==> src/rtl/nco_phase_pi_if.sv <==
// Stream bundle between the phase detector, the NCO phase generator and the sin/cos stage.
// The master side is the environment; the slave side is the NCO.
interface nco_phase_pi_if #(
  parameter int WIDTH = 16
);
  logic signed [WIDTH-1:0] feedback_tdata;
  logic                    feedback_tvalid;
  logic                    feedback_tready;
  logic signed [WIDTH-1:0] phase_tdata;
  logic                    phase_tvalid;
  logic                    phase_tready;
  logic signed [WIDTH-1:0] freq_tdata;

  modport master (
    output feedback_tdata, feedback_tvalid, phase_tready,
    input  feedback_tready, phase_tdata, phase_tvalid, freq_tdata
  );

  modport slave (
    input  feedback_tdata, feedback_tvalid, phase_tready,
    output feedback_tready, phase_tdata, phase_tvalid, freq_tdata
  );
endinterface

==> src/rtl/nco_phase_pi.sv <==
// NCO phase generator: PI loop filter with a saturating integrator feeding a wrapping
// phase accumulator; one phase word per accepted feedback beat (or per free slot in free-run).
module nco_phase_pi #(
  parameter int WIDTH     = 16,
  parameter int ACC_WIDTH = 24,
  parameter int INT_WIDTH = 24
) (
  input  logic                    clk,
  input  logic                    rst,
  input  logic signed [WIDTH-1:0] FREE_FREQ,
  input  logic [3:0]              KP_SHIFT,
  input  logic [3:0]              KI_SHIFT,
  input  logic                    FREE_RUN,
  input  logic                    phase_sync,
  nco_phase_pi_if.slave           s
);

  localparam logic signed [WIDTH-1:0]     W_MAX   = {1'b0, {(WIDTH-1){1'b1}}};
  localparam logic signed [WIDTH-1:0]     W_MIN   = {1'b1, {(WIDTH-1){1'b0}}};
  localparam logic signed [INT_WIDTH-1:0] I_MAX   = {1'b0, {(INT_WIDTH-1){1'b1}}};
  localparam logic signed [INT_WIDTH-1:0] I_MIN   = {1'b1, {(INT_WIDTH-1){1'b0}}};
  localparam logic signed [INT_WIDTH+1:0] F_MAX   = (INT_WIDTH+2)'(W_MAX);
  localparam logic signed [INT_WIDTH+1:0] F_MIN   = (INT_WIDTH+2)'(W_MIN);
  localparam int                          ACC_SH  = ACC_WIDTH - WIDTH;

  logic signed [ACC_WIDTH-1:0] acc, acc_next, acc_inc;
  logic signed [INT_WIDTH-1:0] integ, integ_n;
  logic signed [INT_WIDTH:0]   isum;
  logic signed [INT_WIDTH+1:0] fsum;
  logic signed [WIDTH-1:0]     fb, prop_w, ki_w, freq;
  logic                        slot_free, advance;

  assign slot_free         = !s.phase_tvalid | s.phase_tready;
  assign s.feedback_tready = slot_free & !FREE_RUN & !phase_sync & !rst;
  assign advance           = (s.feedback_tvalid & s.feedback_tready)
                           | (FREE_RUN & slot_free & !phase_sync);

  always_comb begin
    fb     = FREE_RUN ? '0 : s.feedback_tdata;
    prop_w = fb >>> KP_SHIFT;
    ki_w   = fb >>> KI_SHIFT;

    // One guard bit is enough to detect integrator overflow; clamp instead of wrapping.
    isum = (INT_WIDTH+1)'(integ) + (INT_WIDTH+1)'(ki_w);
    if (isum[INT_WIDTH] != isum[INT_WIDTH-1])
      integ_n = isum[INT_WIDTH] ? I_MIN : I_MAX;
    else
      integ_n = isum[INT_WIDTH-1:0];

    fsum = (INT_WIDTH+2)'(FREE_FREQ) + (INT_WIDTH+2)'(prop_w) + (INT_WIDTH+2)'(integ_n);
    if (fsum > F_MAX)      freq = W_MAX;
    else if (fsum < F_MIN) freq = W_MIN;
    else                   freq = fsum[WIDTH-1:0];

    acc_inc  = ACC_WIDTH'(freq) <<< ACC_SH;
    acc_next = acc + acc_inc;
  end

  always_ff @(posedge clk) begin
    if (rst) begin
      acc            <= '0;
      integ          <= '0;
      s.phase_tdata  <= '0;
      s.phase_tvalid <= 1'b0;
      s.freq_tdata   <= '0;
    end else if (phase_sync) begin
      acc            <= '0;
      integ          <= '0;
      s.phase_tvalid <= 1'b0;
    end else if (advance) begin
      acc            <= acc_next;
      integ          <= integ_n;
      s.phase_tdata  <= acc_next[ACC_WIDTH-1 -: WIDTH];
      s.freq_tdata   <= freq;
      s.phase_tvalid <= 1'b1;
    end else if (s.phase_tready) begin
      s.phase_tvalid <= 1'b0;
    end
  end

endmodule
==> src/flat_wrapper.sv <==
// flat-port wrapper written by rule: the top's interface ports become plain ports
module nco_phase_pi_flat 
#(
  parameter int WIDTH     = 16,
  parameter int ACC_WIDTH = 24,
  parameter int INT_WIDTH = 24
)
  (clk, rst, FREE_FREQ, KP_SHIFT, KI_SHIFT, FREE_RUN, phase_sync, s_feedback_tdata, s_feedback_tvalid, s_phase_tready, s_feedback_tready, s_phase_tdata, s_phase_tvalid, s_freq_tdata);
  nco_phase_pi_if #(.WIDTH(WIDTH)) s_i ();
  input  logic clk;
  input  logic rst;
  input  logic signed [WIDTH-1:0] FREE_FREQ;
  input  logic [3:0] KP_SHIFT;
  input  logic [3:0] KI_SHIFT;
  input  logic FREE_RUN;
  input  logic phase_sync;
  input wire logic [$bits(s_i.feedback_tdata)-1:0] s_feedback_tdata;
  input wire logic [$bits(s_i.feedback_tvalid)-1:0] s_feedback_tvalid;
  input wire logic [$bits(s_i.phase_tready)-1:0] s_phase_tready;
  output wire logic [$bits(s_i.feedback_tready)-1:0] s_feedback_tready;
  output wire logic [$bits(s_i.phase_tdata)-1:0] s_phase_tdata;
  output wire logic [$bits(s_i.phase_tvalid)-1:0] s_phase_tvalid;
  output wire logic [$bits(s_i.freq_tdata)-1:0] s_freq_tdata;
  assign s_i.feedback_tdata = s_feedback_tdata;
  assign s_i.feedback_tvalid = s_feedback_tvalid;
  assign s_i.phase_tready = s_phase_tready;
  assign s_feedback_tready = s_i.feedback_tready;
  assign s_phase_tdata = s_i.phase_tdata;
  assign s_phase_tvalid = s_i.phase_tvalid;
  assign s_freq_tdata = s_i.freq_tdata;
  nco_phase_pi #(.WIDTH(WIDTH), .ACC_WIDTH(ACC_WIDTH), .INT_WIDTH(INT_WIDTH)) u_core (.clk(clk), .rst(rst), .FREE_FREQ(FREE_FREQ), .KP_SHIFT(KP_SHIFT), .KI_SHIFT(KI_SHIFT), .FREE_RUN(FREE_RUN), .phase_sync(phase_sync), .s(s_i));
endmodule
==> config.mk <==
export PLATFORM = sky130hd
export DESIGN_NAME = nco_phase_pi_flat
export DESIGN_NICKNAME = d
export VERILOG_FILES = /design/src/rtl/nco_phase_pi_if.sv /design/src/rtl/nco_phase_pi.sv /design/src/flat_wrapper.sv
export SDC_FILE = /design/constraint.sdc
export NUM_CORES = 1
export LEC_CHECK = 0
export ABC_AREA = 1
export CAP_MARGIN = 20
export CORE_UTILIZATION = 55
export CTS_BUF_LIST = sky130_fd_sc_hd__clkbuf_8
export CTS_CLUSTER_DIAMETER = 120
export CTS_CLUSTER_SIZE = 28
export DETAILED_ROUTE_END_ITERATION = 12
export MAX_ROUTING_LAYER = met4
export PLACE_DENSITY_LB_ADDON = 0.25
export RECOVER_POWER = 25
export SETUP_SLACK_MARGIN = 0.5
export SLEW_MARGIN = 20
export SYNTH_ARGS = -nofsm -noshare
export SYNTH_HDL_FRONTEND = slang
export SYNTH_SLANG_ARGS = --single-unit
==> constraint.sdc <==
create_clock -name clk -period 8.06 [get_ports clk]
set_input_delay 1.209 -clock clk [delete_from_list [all_inputs] [get_ports clk]]
set_output_delay 1.209 -clock clk [all_outputs]
set_load 0.005 [all_outputs]
==> impl_metrics.yaml, run 1 <==
synth:
  ys_seq_elements: 73
  synth_top_family_by_area: "simple AND/OR/NAND/NOR gates"
  synth.cell_area_sq_um: 8810
  synth_edf_count: 0
  synth_nets: 1572
  ys_types: 50
  yosysWarnings: 0
  syn_inst: 1435
  synth_xor_area_frac: 0.0338
  synthMuxAreaShare: 0.00909
  yosys.area.top_type_share: 0.166
  synthSimpleGateAreaFrac: 0.315
  synth_compound_gate_area_share: 0.188
  syn_area_per_cell_sq_um: 6.14
  synth-main-ff-cell: "dfxtp_1"
  yosys-top-cells-area: "nand2_1, dfxtp_1, inv_1, ha_1, o21ai_0"
  synth_top_area_cell: "nand2_1"
  synthArstFlopShare: 0
  yosys.area_share.adder: 0.152
  yosysSeqAreaShare: 0.166
die:
  rows: 45
  die_h_um: 129
  fp.dieW_um: 129
  ioPinCount: 80
  start_util: 0.571
status:
  outcome: "stopped before the end"
  stop_error: "[ERROR GRT-0232] Routing congestion too high. Check the congestion heatmap in the GUI."
  failing_step: "5_1_grt"
placed_design:
  numPortBuffers: 79
  place_hpwl_mm: 23.5
  place.gp.congestion: 1.02
global_routing:
  grt_max_degree: 77
  grt-ovfl-total: 98
  grt.total_usage: 0.789
sta:
  postGrtWorstEndpoint: "u_core.acc[22]$_SDFFE_PP0P_/D"
  endpoint_type: "register data pin"
clock_tree:
  cts_sinks: 73
  root_buffer: "clkbuf_8"
  cts_buffers: 9
  hold_buffers: 0
  htreeDepth: 3
  clockBufferDepth: 2
[stage by stage]
step	utilization	cells	setup TNS (ns)	cell area, sq um	worst slack, ns
2_1_floorplan	-	1435	0	9170	0.387
3_3_place_gp	0.755	1898	-31.77	11700	-1.18
3_5_place_dp	0.755	1898	-33.39	11700	-1.28
4_1_cts	0.870	1993	0	13400	0.255
[synthesized netlist by cell type (all sizes together) (5+ instances only)]
master,instances
o21ai,151
inv,253
nand4,16
clkbuf,28
o21bai,5
nand2,419
nand3,74
or2,10
nor3,14
a31oi,8
mux2i,8
nor2,83
buf,19
a21oi,97
dfxtp,73
ha,64
xor2,22
o211ai,17
fa,27
xnor2,12
[routing by layer]
metal / overflow / track usage
met4: 30 / 0.807
met5: - / -
met1: 2 / 0.776
met2: 61 / 0.957
met3: 5 / 0.580
[cell families after synthesis]
kind of cell    count (synthesis)
simple gates                  627
buf+inv                       303
compound gates                299
fa+ha+maj                      91
flops                          73
xor+xnor                       34
mux                             8
[timing repair]
item	in CTS
gates cloned	4
setup endpoints to repair	47
pin swaps	134
resized for setup	274
buffers inserted	75
==> inputs of run 2 (changes only) <==
--- a/config.mk
+++ b/config.mk
@@ -7,15 +7,10 @@
 export LEC_CHECK = 0
 export ABC_AREA = 1
 export CAP_MARGIN = 20
-export CORE_UTILIZATION = 55
-export CTS_BUF_LIST = sky130_fd_sc_hd__clkbuf_8
-export CTS_CLUSTER_DIAMETER = 120
-export CTS_CLUSTER_SIZE = 28
+export CORE_UTILIZATION = 40
 export DETAILED_ROUTE_END_ITERATION = 12
-export MAX_ROUTING_LAYER = met4
-export PLACE_DENSITY_LB_ADDON = 0.25
+export PLACE_DENSITY_LB_ADDON = 0.15
 export RECOVER_POWER = 25
-export SETUP_SLACK_MARGIN = 0.5
 export SLEW_MARGIN = 20
 export SYNTH_ARGS = -nofsm -noshare
 export SYNTH_HDL_FRONTEND = slang
==> constraint.sdc (replaced) <==
create_clock -name clk -period 10.5 [get_ports clk]
set_input_delay 1.575 -clock clk [delete_from_list [all_inputs] [get_ports clk]]
set_output_delay 1.575 -clock clk [all_outputs]
set_load 0.005 [all_outputs]
==> run 2 against run 1 <==
Compared with the run above: the run now ends clean; area after synthesis unchanged; synthesized cell count unchanged.
==> impl_metrics.yaml, run 2 <==
clock_tree:
  hold_buffers: 0
  path_clk_slew_ns: 0.06
  root_buffer: "clkbuf_16"
  htreeDepth: 3
  clock_latency_ns: 0.35
  clockBufferDepth: 2
  cts_buffers: 9
  cts_sinks: 73
  cts_tree: "built"
worst_setup_path:
  ff2ff_setup_slack_ns: 3.39
  path_max_fanout: 15
  path_depth: 48
  crit_top_cell: "nand2_1"
  r2r_cells: 38
  critPathTopFamily: "adder cells"
  max_stage_delay_ns: 0.53
  startpoint_type: "primary input"
  r2r_end: "u_core.acc[16]$_SDFFE_PP0P_"
  critPathKind: "in2reg"
  rr_startpoint: "u_core.integ[0]$_SDFFE_PP0P_"
  worstSetupEndpointType: "flop"
  slowest_stage: "clkdlybuf4s50_1"
  required_ns: 10.73
  critPathLaunch: "FREE_RUN"
  cp.buffers_inverters: 9
  worst_ep_arrival_time_ns: 9.97
sta:
  relSlewSlack: 0.541
  slew_viol_final: 0
  hold_viol_final: 0
  clock.fmax_mhz: 103
  post-route-period-util: 0.928
  fin_crit_ns: 9.74
  rsz0062_at_grt: "no"
  tightest_slew_ns: 0.687
  finalSetupViolCount: 0
  setup_tns_ns: 0
  clock_skew_ns: 0.00998
final_layout:
  layout_commonest_cell: "nand2_1"
  layout_common_cells: "nand2_1, inv_1, o21ai_0"
  finalNetCount: 1642
  regMostFlops: "u_core.integ"
  antenna_cells: 0
  largest_reg_flops: 24
  post_route_cells_drive_above_1_share: 0.0815
  syn2layout_area_growth_pct: 16.2
  post-route-util: 0.481
synth:
  yosysWarnings: 0
  synthArstFlopShare: 0
  synth_nets: 1572
  synth_top_area_cell: "nand2_1"
  synth.cell_area_sq_um: 8810
  ys_types: 50
  synth-main-ff-cell: "dfxtp_1"
  synth_common_cells: "nand2_1, inv_1, o21ai_0"
  yosysSeqAreaShare: 0.166
  yosys.area.top_type_share: 0.166
  syn_inst: 1435
  synth_edf_count: 0
  yosys-top-cells-area: "nand2_1, dfxtp_1, inv_1, ha_1, o21ai_0"
  ys_seq_elements: 73
  syn_area_per_cell_sq_um: 6.14
  yosysMostFrequentCell: "nand2_1"
die:
  die_h_um: 150
  core_area_sq_um: 21300
  ioPinCount: 80
  start_util: 0.414
  die_area_sq_um: 22600
  fp.dieW_um: 150
  rows: 53
worst_hold_path:
  worstHoldEndpoint: "u_core.s.phase_tdata[2]$_SDFFE_PP0P_"
  whs_path_depth: 2
  hold_path.class: "reg2reg"
  holdCritStartpoint: "u_core.s.phase_tdata[2]$_SDFFE_PP0P_"
placed_design:
  place_hpwl_mm: 21.5
  numPortBuffers: 79
  place.gp.congestion: 0.937
global_routing:
  grt.busiest_layer: "met2"
  grt-ovfl-total: 0
  grt_max_degree: 61
  use_met2: 0.394
  antenna_found_initial: 0
  grtUsageMet1: 0.335
  grt_pass1_wl_mm: 42.5
  use_met3: 0.0306
  grt.total_usage: 0.241
  first_global_vias: 8400
pwr:
  power.total_mw: 2.07
  p_per_area_nw_per_um2: 203
  p_leak_nw: 5.56
  max-vdd-ir-drop_v: 0.0000896
detailed_routing:
  routedWlPerCell_um: 14.7
  drc: 0
  viasPerCell: 5.09
  drt_iter0_markers: 483
  firstDrtPassIters: 5
  drtAntennaViolNets: 0
  drt_wl_total_mm: 26.2
  dr_total_vias: 9079
status:
  outcome: "completed"
job:
  cap_violations: 0
## run 2: report_power, final
part	total (mW)	switching [mW]	leakage, nW	internal [mW]
Sequential	0.330	0.0179	0.599	0.312
Clock	0.291	0.125	0.135	0.166
Combinational	1.45	0.930	4.83	0.524
## run 2: final cells by class
class                           instances  area (sq um)
Fill cell                            2245         11000
Multi-Input combinational cell       1059          6170
Sequential cell                        73          1460
Timing Repair Buffer                  106          1020
Inverter                              256           965
Tap cell                              275           344
Clock buffer                           11           243
Clock inverter                          5          31.3
## run 2: per-stage QoR
stage	hold slack, ns	cells	setup WS, ns	area, sq um
finish	0.464	1785	0.757	10200
global route	0.491	1785	0.0209	10200
CTS	0.469	1784	0.361	10200
detailed placement	0.461	1768	0.0478	9920
global placement	0.458	1768	0.0459	9920
floorplan	0.445	1435	1.67	8810
## run 2: worst max path at each step
stage | end
after CTS | u_core.acc[16]$_SDFFE_PP0P_
after global routing | u_core.s.phase_tdata[13]$_SDFFE_PP0P_
after floorplan | u_core.acc[21]$_SDFFE_PP0P_
after detailed placement | u_core.acc[16]$_SDFFE_PP0P_
after global placement | u_core.acc[16]$_SDFFE_PP0P_
final | u_core.acc[16]$_SDFFE_PP0P_
## run 2: repair_timing
item                                    in CTS  in global routing
gates resized for setup                      0                 11
endpoints found under the setup margin       0                 18
buffers inserted                             0                  1
## run 2: routing by layer
| metal | vias up | wire length, um |
|---|---|---|
| li1 | 4736 | - |
| met4 | 0 | 457 |
| met5 | - | 0 |
| met2 | 189 | 11900 |
| met1 | 4123 | 12800 |
| met3 | 31 | 975 |
## run 2: cell families (layout without fill, tap and decap cells)
family,count (synthesis),count (layout),share of synthesized area
simple gates,627,627,0.315
buf+inv,303,378,0.136
compound gates,299,299,0.188
fa+ha+maj,91,91,0.152
flops,73,73,0.166
xor+xnor,34,34,0.0338
mux,8,8,0.00909
## run 2: worst reg2reg max path: cells and delay by family (launching register included)
family                     cells  cell delay, ns
DFF                            1            0.32
adders and majority gates      7            2.50
xor gates and xnor gates       1            0.15
AOI/OAI and AO/OA             10            1.78
buffers and inverters          5            0.55
and+or+nand+nor               15            1.67
Note: power is estimated with default switching activity, not from simulation.
==> inputs of run 3 (changes only) <==
--- a/config.mk
+++ b/config.mk
@@ -7,7 +7,9 @@
 export LEC_CHECK = 0
 export ABC_AREA = 1
 export CAP_MARGIN = 20
-export CORE_UTILIZATION = 40
+export CELL_PAD_IN_SITES_DETAIL_PLACEMENT = 1
+export CELL_PAD_IN_SITES_GLOBAL_PLACEMENT = 2
+export CORE_UTILIZATION = 32
 export DETAILED_ROUTE_END_ITERATION = 12
 export PLACE_DENSITY_LB_ADDON = 0.15
 export RECOVER_POWER = 25
==> run 3 against run 2 <==
Compared with the run above: cell area rose by 4.1%; register-to-register slack improved by 0.02 ns; combinational power rose by 11%; global-route usage fell by 2.0 points; via count rose by 1.9%; sequential cell count did not move; maximum frequency rose by 0.35%; power rose by 8.9%; final cell count rose by 5.9%; worst hold slack improved by 0.0095 ns; wire length rose by 16%; clock-buffer cell count fell by 2; largest power group unchanged; highest routed layer is now met5.
==> impl_metrics.yaml, run 3 (same netlist as run 2, synthesis figures left out) <==
die:
  die_h_um: 168
  fp.dieW_um: 168
  rows: 60
  ioPinCount: 80
  core_area_sq_um: 27000
  start_util: 0.327
  die_area_sq_um: 28200
worst_setup_path:
  ff2ff_setup_slack_ns: 3.41
  r2r_end: "u_core.acc[16]$_SDFFE_PP0P_"
  max_stage_delay_ns: 0.49
  cp.buffers_inverters: 11
  rr_startpoint: "u_core.integ[0]$_SDFFE_PP0P_"
  worstSetupEndpointType: "flop"
  path_max_fanout: 18
  slowest_stage: "clkdlybuf4s50_1"
  critPathKind: "in2reg"
  required_ns: 10.73
  startpoint_type: "primary input"
  worst_ep_arrival_time_ns: 9.94
  r2r_cells: 43
  critPathLaunch: "FREE_RUN"
  crit_top_cell: "nand2_1"
  critPathTopFamily: "adder cells"
clock_tree:
  clock_latency_ns: 0.34
  cts_tree: "built"
  path_clk_slew_ns: 0.07
  root_buffer: "clkbuf_16"
  cts_sinks: 73
  htreeDepth: 3
  cts_buffers: 9
  clockBufferDepth: 2
  hold_buffers: 0
sta:
  rsz0062_at_grt: "no"
  whs_ns: 0.474
  hold_viol_final: 0
  tightest_slew_ns: 0.700
  finalSetupViolCount: 0
  clock.fmax_mhz: 103
  post-route-period-util: 0.925
  slew_viol_final: 0
  setup_tns_ns: 0
  relSlewSlack: 0.533
  clock_skew_ns: 0.00994
  fin_crit_ns: 9.71
pwr:
  max-vdd-ir-drop_v: 0.0000801
  clkPwrFrac: 0.140
  power_frac_comb: 0.714
  p_leak_nw: 5.76
  p_sw_frac: 0.509
  intPower_mw: 1.11
  power.share.sequential: 0.147
  switchingPower_mw: 1.15
  p_per_area_nw_per_um2: 212
global_routing:
  first_global_vias: 9457
  grt_max_degree: 61
  grt.total_usage: 0.221
  grt_pass1_wl_mm: 49.3
  antenna_found_initial: 1
  grt-ovfl-total: 0
final_layout:
  syn2layout_area_growth_pct: 21.0
  regMostFlops: "u_core.integ"
  layout_common_cells: "nand2_1, inv_1, o21ai_0"
  finalNetCount: 1681
  largest_reg_flops: 24
  antenna_cells: 0
  post-route-util: 0.396
  post_route_cells_drive_above_1_share: 0.108
  fillers: 3580
  layout_commonest_cell: "nand2_1"
worst_hold_path:
  whs_path_depth: 2
  hold_path.class: "reg2reg"
  worstHoldEndpoint: "u_core.s.phase_tdata[6]$_SDFFE_PP0P_"
  holdCritStartpoint: "u_core.s.phase_tdata[6]$_SDFFE_PP0P_"
detailed_routing:
  drtAntennaViolNets: 0
  firstDrtPassIters: 4
  routedWlPerCell_um: 16.0
  dr_total_vias: 9249
  drt_iter0_markers: 289
  viasPerCell: 4.89
  drt_wl_total_mm: 30.3
  drc: 0
placed_design:
  place_hpwl_mm: 25.9
  place.gp.congestion: 0.876
  numPortBuffers: 79
job:
  cap_violations: 0
status:
  outcome: "completed"
## run 3: per-stage QoR
stage,cells,power [mW],cell area [sq um],setup slack [ns]
floorplan,1435,1.40,8810,1.67
global placement,1871,1.92,10300,0.308
detailed placement,1871,1.94,10300,0.186
CTS,1887,2.27,10600,0.491
global route,1890,2.48,10700,0.0151
finish,1890,2.26,10700,0.791
## run 3: area by class of cell
| type | instances | area [sq um] | share of cell area |
|---|---|---|---|
| timing repair buffer | 144 | 1310 | 0.123 |
| inverter | 256 | 961 | 0.0901 |
| multi-input combinational | 1060 | 6200 | 0.582 |
| clock buffer | 9 | 225 | 0.0211 |
| tap | 341 | 427 | 0.0400 |
| sequential | 73 | 1460 | 0.137 |
| clock inverter | 7 | 78.8 | 0.00739 |
## run 3: repair_timing
action | CTS | global route
endpoints found under the setup margin | 0 | 14
endpoints found under the hold margin | 0 | 0
resized for setup | 0 | 17
setup buffers | 0 | 2
## run 3: worst min-delay path, cell delays in order, from the launching register on
cell and delay, ns:
dfxtp_1 0.31, nand2_1 0.06, a21oi_1 0.05
## run 3: worst max-delay path by stage
stage          slack (ns)                               endpoint  depth (start not counted)
2_1_floorplan        1.67            u_core.acc[21]$_SDFFE_PP0P_                         54
3_3_place_gp         0.31            u_core.acc[21]$_SDFFE_PP0P_                         56
3_5_place_dp         0.19            u_core.acc[21]$_SDFFE_PP0P_                         56
4_1_cts              0.49            u_core.acc[21]$_SDFFE_PP0P_                         56
5_1_grt              0.02  u_core.s.phase_tdata[15]$_SDFFE_PP0P_                         52
6_report             0.79            u_core.acc[16]$_SDFFE_PP0P_                         53
## run 3: power groups by stage
stage	Clock [mW]	Sequential [mW]	Combinational, mW
detailed placement	0	0.338	1.60
CTS	0.323	0.333	1.61
floorplan	0	0.335	1.06
global route	0.337	0.336	1.81
finish	0.315	0.331	1.61
global placement	0	0.338	1.58
## run 3: metal layers
layer	GRT usage	wire length, um	part of all wire	vias to the layer above
met5	0	8	0.00026	-
met4	0.0407	320	0.011	2
met3	0.0153	572	0.019	19
met2	0.390	14500	0.48	86
met1	0.296	14900	0.49	4341
li1	-	-	-	4801
